**src/rtl/polyline_seq.sv**
```systemverilog
// Polyline command sequencer: buffers vertices in a small FIFO and issues one
// line-draw command per consecutive vertex pair, with an optional closing segment.
module polyline_seq #(
  parameter int unsigned DEPTH = 4,
  parameter int unsigned AW    = 2
) (
  input  logic       clk,
  input  logic       rst_n,
  input  logic       vtx_valid_i,
  output logic       vtx_ready_o,
  input  logic [7:0] vtx_x_i,
  input  logic [7:0] vtx_y_i,
  input  logic       vtx_last_i,
  input  logic       close_en_i,
  output logic       line_start_o,
  output logic [7:0] x0_o,
  output logic [7:0] y0_o,
  output logic [7:0] x1_o,
  output logic [7:0] y1_o,
  input  logic       line_done_i,
  output logic       busy_o,
  output logic       poly_done_o,
  output logic [7:0] seg_count_o
);

  localparam logic [AW:0] FullCount = (AW+1)'(DEPTH);

  typedef enum logic [2:0] {
    StIdle,
    StNext,
    StIssue,
    StWait,
    StClose,
    StDone
  } state_e;

  state_e state_q;

  // Vertex FIFO storage: {last, x, y}
  logic [16:0]   mem_q [DEPTH];
  logic [AW-1:0] wr_ptr_q;
  logic [AW-1:0] rd_ptr_q;
  logic [AW:0]   count_q;
  logic          push;
  logic          pop;
  logic          empty;
  logic [16:0]   rd_data;
  logic          pop_last;
  logic [7:0]    pop_x;
  logic [7:0]    pop_y;

  // Sequencer registers
  logic [7:0] prev_x_q, prev_y_q;
  logic [7:0] cur_x_q, cur_y_q;
  logic [7:0] origin_x_q, origin_y_q;
  logic       cur_last_q;
  logic       close_req_q;
  logic       closing_q;
  logic       multi_q;
  logic       line_start_q;
  logic       poly_done_q;
  logic       busy_q;
  logic [7:0] x0_q, y0_q, x1_q, y1_q;
  logic [7:0] seg_count_q;

  assign empty       = (count_q == '0);
  assign vtx_ready_o = (count_q != FullCount);
  assign push        = vtx_valid_i && vtx_ready_o;
  assign rd_data     = mem_q[rd_ptr_q];
  assign pop_last    = rd_data[16];
  assign pop_x       = rd_data[15:8];
  assign pop_y       = rd_data[7:0];

  always_comb begin
    pop = 1'b0;
    if (!empty && (state_q == StIdle || state_q == StNext)) begin
      pop = 1'b1;
    end
  end

  always_ff @(posedge clk) begin
    if (push) begin
      mem_q[wr_ptr_q] <= {vtx_last_i, vtx_x_i, vtx_y_i};
    end
  end

  always_ff @(posedge clk or negedge rst_n) begin
    if (!rst_n) begin
      wr_ptr_q <= '0;
      rd_ptr_q <= '0;
      count_q  <= '0;
    end else begin
      if (push) begin
        wr_ptr_q <= wr_ptr_q + AW'(1);
      end
      if (pop) begin
        rd_ptr_q <= rd_ptr_q + AW'(1);
      end
      unique case ({push, pop})
        2'b10:   count_q <= count_q + (AW+1)'(1);
        2'b01:   count_q <= count_q - (AW+1)'(1);
        default: count_q <= count_q;
      endcase
    end
  end

  always_ff @(posedge clk or negedge rst_n) begin
    if (!rst_n) begin
      state_q      <= StIdle;
      prev_x_q     <= '0;
      prev_y_q     <= '0;
      cur_x_q      <= '0;
      cur_y_q      <= '0;
      origin_x_q   <= '0;
      origin_y_q   <= '0;
      cur_last_q   <= 1'b0;
      close_req_q  <= 1'b0;
      closing_q    <= 1'b0;
      multi_q      <= 1'b0;
      line_start_q <= 1'b0;
      poly_done_q  <= 1'b0;
      busy_q       <= 1'b0;
      x0_q         <= '0;
      y0_q         <= '0;
      x1_q         <= '0;
      y1_q         <= '0;
      seg_count_q  <= '0;
    end else begin
      line_start_q <= 1'b0;
      poly_done_q  <= 1'b0;
      unique case (state_q)
        StIdle: begin
          if (!empty) begin
            origin_x_q  <= pop_x;
            origin_y_q  <= pop_y;
            prev_x_q    <= pop_x;
            prev_y_q    <= pop_y;
            close_req_q <= close_en_i;
            seg_count_q <= '0;
            multi_q     <= 1'b0;
            busy_q      <= 1'b1;
            if (pop_last) begin
              // Single-point polyline: degenerate segment, never closed
              cur_x_q    <= pop_x;
              cur_y_q    <= pop_y;
              cur_last_q <= 1'b1;
              state_q    <= StIssue;
            end else begin
              state_q <= StNext;
            end
          end
        end
        StNext: begin
          if (!empty) begin
            cur_x_q    <= pop_x;
            cur_y_q    <= pop_y;
            cur_last_q <= pop_last;
            multi_q    <= 1'b1;
            state_q    <= StIssue;
          end
        end
        StIssue: begin
          x0_q         <= prev_x_q;
          y0_q         <= prev_y_q;
          x1_q         <= cur_x_q;
          y1_q         <= cur_y_q;
          line_start_q <= 1'b1;
          if (seg_count_q != 8'hFF) begin
            seg_count_q <= seg_count_q + 8'd1;
          end
          state_q <= StWait;
        end
        StWait: begin
          // A done coincident with our own start pulse cannot belong to this segment
          if (line_done_i && !line_start_q) begin
            if (closing_q) begin
              state_q <= StDone;
            end else if (!cur_last_q) begin
              prev_x_q <= cur_x_q;
              prev_y_q <= cur_y_q;
              state_q  <= StNext;
            end else if (close_req_q && multi_q) begin
              state_q <= StClose;
            end else begin
              state_q <= StDone;
            end
          end
        end
        StClose: begin
          prev_x_q  <= cur_x_q;
          prev_y_q  <= cur_y_q;
          cur_x_q   <= origin_x_q;
          cur_y_q   <= origin_y_q;
          closing_q <= 1'b1;
          state_q   <= StIssue;
        end
        StDone: begin
          poly_done_q <= 1'b1;
          closing_q   <= 1'b0;
          busy_q      <= 1'b0;
          state_q     <= StIdle;
        end
        default: begin
          state_q <= StIdle;
        end
      endcase
    end
  end

  assign line_start_o = line_start_q;
  assign poly_done_o  = poly_done_q;
  assign busy_o       = busy_q;
  assign x0_o         = x0_q;
  assign y0_o         = y0_q;
  assign x1_o         = x1_q;
  assign y1_o         = y1_q;
  assign seg_count_o  = seg_count_q;

endmodule

```
**config.mk**
```make
export PLATFORM = sky130hd
export DESIGN_NAME = polyline_seq
export DESIGN_NICKNAME = d
export VERILOG_FILES = /design/src/rtl/polyline_seq.sv
export SDC_FILE = /design/constraint.sdc
export NUM_CORES = 1
export LEC_CHECK = 0
export CAP_MARGIN = 25
export CORE_ASPECT_RATIO = 1.2
export CORE_MARGIN = 4
export CORE_UTILIZATION = 55
export DETAILED_ROUTE_END_ITERATION = 7
export PLACE_DENSITY_LB_ADDON = 0.1
export SLEW_MARGIN = 10
export SYNTH_ARGS = -nofsm -noshare
export SYNTH_HDL_FRONTEND = slang
export SYNTH_SLANG_ARGS = --single-unit
```
**constraint.sdc**
```tcl
create_clock -name clk -period 3.8 [get_ports clk]
set_clock_uncertainty 0.15 [all_clocks]
set_input_delay 1.14 -clock clk [delete_from_list [all_inputs] [get_ports clk]]
set_output_delay 1.14 -clock clk [all_outputs]
set_load 0.005 [all_outputs]
```
# == Word-level counts from Yosys, hierarchy flattened ==
# Memory sizes are Yosys's and may differ from the RTL's.
# Index checks and enable logic that the tools add are counted.
# word_totals
register_bits,105
ram_bits,68
input_bits,22
out_inout_bits,44
wordCells,111
memories,1
# op_classes
n_addsub,5
eq_ne,16
n_mux,42
bitwise,1
n_reduce_logical,24
# mem_list
memory,depth,width,rd,rd_ports_with_merged_regs,write_ports,line_no,text
mem_q,4,17,1,0,1,40,logic [16:0] mem_q [DEPTH];
# op_table
op,count
8-bit two-way mux,14
8-bit case mux with 3 select lines,4
8-bit case mux with 2 select lines,1
3-bit two-way mux,5
3-bit case mux with 5 select lines,1
"2-bit != test, second input constant",7
1-bit two-way mux,11
2-bit nonzero test,5
3-bit AND reduction,3
"8-bit by 1-bit adder with 8-bit output, second input constant",1
"8-bit != test, second input constant",1
1-bit case mux with 2 select lines,4
4-bit AND reduction,2
"3-bit by 2-bit equality test with 1-bit output, second input constant",2
"3-bit equality test, second input constant",2
3-bit zero test,2
3-bit case mux with 2 select lines,1
3-bit nonzero test,2
5-bit AND reduction,1
"2-bit by 1-bit adder with 2-bit output, second input constant",2
1-bit logical AND,4
2-bit AND reduction,2
"3-bit by 1-bit adder with 3-bit output, second input constant",1
"3-bit by 1-bit equality test with 1-bit output, second input constant",1
other kinds (8),9

# == Depth between registers and ports, before layout ==
# depth
ltp_word,6
depth_mapped,10
depth_no_buf,9

# == Worst setup path after synthesis ==
# OpenSTA, ideal clock, no wires.
# synth_path
path_kind,input port to flip-flop
startpoint,input vtx_valid_i
endpoint,register count_q[2]
setup_time_ps,125
t_arrival_ps,2276
required_ps,3525
slack_ps,1249
cell_stages,7
n_path_buf,0
cell_sequence,and2_1 > inv_1 > ha_1 > fa_1 > xnor2_1 > nor2_1 > xor2_1
# synth_between
elab_chain_len,3
elab_cells_between_ends,5
classes_between,eq/ne (2); mux (1); reduce/logical (2)
# synth_lines
element,line_no,text
"start, declared",9,"input logic vtx_valid_i,"
1-bit logical AND (*),68,assign push = vtx_valid_i && vtx_ready_o;
2-bit by 1-bit equality test with 1-bit output or 2-bit equality test (tied branches),99,"unique case ({push, pop})"
3-bit case mux with 2 select lines or 2-bit nonzero test (tied branches),-,
"end signal, assigned",100,2'b10: count_q <= count_q + (AW+1)'(1);
"end signal, assigned",101,2'b01: count_q <= count_q - (AW+1)'(1);
"end signal, assigned",102,default: count_q <= count_q;
"end, declared",43,logic [AW:0] count_q;
# Mark *: on every way between the ends. The rest lies on a longest branch, timed or not.
# A chain may end at the register's enable or synchronous reset.

# == Final worst setup path ==
# layout_path
startpoint,register count_q[0]
endpoint,output vtx_ready_o
# layout_between
elab_chain_len,1
# layout_lines
element,line_no,text
3-bit != test,67,assign vtx_ready_o = (count_q != FullCount);
"end, declared",10,"output logic vtx_ready_o,"
# Every way passes these cells.

==> run_results.csv <==
group,metric,value,unit
sta,setup_repair_after_global_routing_missed_its_margin,"false",
synth,syn-instance-count,545,
setup_path,path_max_fanout,6,
status,run_status,"finished, final reports clean",
placed_design,place_hpwl,8.76,mm
routing,drtPass1Iterations,4,
synth,yosys_synthesis_warning_count,0,
synth,post-synth-top-area-cell,"dfrtp_1",
synth,post_synth_main_area_contributors,"dfrtp_1 (37%), edfxtp_1 (29%), nand2_1 (8.3%)",
synth,synthesis.area_per_instance,13.1,um2
routing,postRouteAntennaNets,0,
sta,total_count_of_max_transition_violations_in_the_final_report,0,
setup_path,timing.critical_path.to_type,"output port",
routing,drc,0,
sta,max-slew-margin-rel,0.404,
sta,final.hold.worst_slack,0.310,ns
synth,synth_enable_flop_cells,68,
placed_design,placement.cell_area,7940,um2
setup_path,setup.worst_path.start_class,"register",
placed_design,placed_cells_incl_taps,759,
clocking,worst_skew_pair.late_latency,0.42,ns
floorplan,num_io_pins,66,
floorplan,fp.dieArea,14900,um2
sta,finalHoldViolCount,0,
placed_design,routabilityCongestion,0.795,
floorplan,number_of_core_rows,45,
setup_path,cp.arrival,1.62,ns
routing,drt-wirelength-per-cell,16.5,um
flow_run,maxCapViolCount,0,
clocking,cts_buffer_depth,2,
clocking,clock_sink_count,173,
sta,period_minus_slack,2.91,ns
hold_path,hold_class,"reg2reg",
final_layout,area.growth.synth_to_final,19.6,%
synth,synthesis.nets,574,
power_and_ir_drop,static_leakage,3.58,nW
sta,setup-violations-final,0,
synth,ys_seq_elements,173,
final_layout,nNetsFinal,643,
synth,synth.top_cell.area_share,0.367,
routing,num_vias,4338,
global_route,globalRouteOverflowTotal,0,
synth,async_reset_ff_frac,0.607,
final_layout,antennaDiodeCount,0,
clocking,ctsRootBufferMaster,"clkbuf_16",
floorplan,starting_density,0.564,
sta,worst_slew_pin_slew,0.894,ns
synth,synth.lib_cells_used.distinct,52,
setup_path,setup_crit_path_kind,"reg2out",
global_route,first_global_vias,4457,
routing,routed_via_density,5.48,
clocking,cts_tree,"built",
setup_path,timing.critical_path.required,2.51,ns
clocking,postCtsHoldBufs,0,
routing,wl,13.1,mm
placed_design,numPortBuffers,65,
final_layout,layout-drive-gt1-share,0.147,
clocking,postcts_setup_bufs,0,
global_route,grt_first_pass_wirelength,22.7,mm
clocking,postCtsResizedCells,0,
global_route,antenna_found_initial,0,
sta,final.period_utilization,0.765,
floorplan,floorplan.die.height,133,um
final_layout,fin_cells,791,
global_route,grt_util_all_layers,0.189,
clocking,cts.htree.levels,4,
sta,timing.fmax,344,MHz
global_route,maximum_number_of_pins_on_one_net_before_global_route_repair,58,
routing,detail_route.iter0.violations,280,
synth,ys.flop_type,"dfrtp_1",
synth,post_synthesis_instance_area,7150,um2
floorplan,core_area,12700,um2
clocking,cts_made_buffers,17,
final_layout,post-route-cell-area,8550,um2
synth,synth.yosys.seq_area_share,0.653,
sta,setup-tns-final,0,ns
power_and_ir_drop,vdd.ir_drop.worst,0.383,mV
floorplan,die_w,112,um
clocking,clk_pin_slew_worst_paths,0.07,ns
power_and_ir_drop,power.density,925,nW/um2
final_layout,post-route-util,0.675,
## stage by stage
| step | power, mW | setup WS (ns) |
|---|---|---|
| 2_1_floorplan | 5.25 | 1.25 |
| 4_1_cts | 8.00 | 0.858 |
| 6_report | 7.91 | 0.894 |
| 5_1_grt | 8.48 | 0.777 |
| 3_3_place_gp | 6.06 | 0.594 |
| 3_5_place_dp | 6.19 | 0.540 |
## synthesized netlist by cell type (2+ instances only)
library cell and number:
a21oi_1 12, a32oi_1 6, and3_1 5, buf_2 8, buf_4 6, buf_6 3, clkbuf_1 10, dfrtp_1 105
edfxtp_1 68, ha_1 6, inv_1 13, mux2_2 18, mux2_4 4, mux2i_1 2, mux4_2 17, nand2_1 159
nand3_1 18, nand4_1 3, nor2_1 7, nor2b_1 2, nor3_2 2, nor4_1 2, o21a_1 16, o21ai_0 4
o32a_1 16, or3_1 3, xnor2_1 5
## layout make-up
class,instances,area [um2]
multi-input combinational,331,2260
tap,164,205
clock inverter,14,179
fill,941,4120
sequential,173,4670
inverter,13,48.8
timing repair buffer,78,758
clock buffer,18,429
## cell usage in the layout (no fill, tap or decap), types with 2 or more instances in the layout
| master | instances |
|---|---|
| a21oi_1 | 12 |
| a32oi_1 | 6 |
| and3_1 | 5 |
| buf_4 | 13 |
| bufinv_16 | 3 |
| clkbuf_16 | 17 |
| clkdlybuf4s50_1 | 64 |
| clkinvlp_4 | 2 |
| dfrtp_1 | 105 |
| edfxtp_1 | 68 |
| ha_1 | 6 |
| inv_1 | 13 |
| inv_6 | 7 |
| mux2_2 | 18 |
| mux2_4 | 4 |
| mux2i_1 | 2 |
| mux4_2 | 17 |
| nand2_1 | 159 |
| nand3_1 | 18 |
| nand4_1 | 3 |
| nor2_1 | 7 |
| nor2b_1 | 2 |
| nor3_2 | 2 |
| nor4_1 | 2 |
| o21a_1 | 16 |
| o21ai_0 | 4 |
| o32a_1 | 16 |
| or3_1 | 3 |
| xnor2_1 | 5 |
## routing by layer
layer  track usage  wire length [um]  vias up
met1         0.268              6100     2144
met5             0                 0        -
met4        0.0648               108        0
met3        0.0380               499       10
li1              -                 -     2091
met2         0.296              6350       93
## registers in the layout, indices dropped and copies added (netlist names), 2 cells and up
signal,flops
count_q,3
cur_x_q,8
cur_y_q,8
mem_q,68
origin_x_q,8
origin_y_q,8
prev_x_q,8
prev_y_q,8
rd_ptr_q,2
seg_count_o,8
state_q,3
wr_ptr_q,2
x0_o,8
x1_o,8
y0_o,8
y1_o,8
## power by group
part,leakage (nW),switching (mW),total [mW],internal (mW)
clock network,0.291,0.725,1.77,1.05
logic,1.41,1.53,3.04,1.51
registers,1.88,0.430,3.09,2.66
## path summary, 6_finish.rpt
| path | from | end | slack [ns] | cells past startpoint |
|---|---|---|---|---|
| min reg2reg | prev_y_q[7] | y0_o[7] | 0.31 | 2 |
| max | count_q[0] | vtx_ready_o | 0.89 | 3 |
| max in group asynchronous | rst_n | prev_y_q[0] | 2.17 | 2 |
| min in group asynchronous | rst_n | seg_count_o[4] | 0.63 | 1 |
| min | prev_y_q[7] | y0_o[7] | 0.31 | 2 |
| max reg2reg | count_q[0] | count_q[2] | 1.17 | 9 |
## worst max-delay path: stages (launching register included)
cell	delay (ns)
dfrtp_1	0.46
nor2_1	0.08
nand2_1	0.14
clkdlybuf4s50_1	0.52
## kinds of logic (layout without fill, tap and decap cells)
group / after synthesis / after routing / synth area share
buffers and inverters: 41 / 123 / 0.0308
multiplexers: 41 / 41 / 0.0931
XOR/XNOR: 6 / 6 / 0.00735
AO/OA/AOI/OAI: 65 / 65 / 0.0723
AND/OR/NAND/NOR: 212 / 212 / 0.130
flip-flops: 173 / 173 / 0.653
adder cells (fa/ha/maj): 7 / 7 / 0.0133
Note: power is estimated with default switching activity, not from simulation.
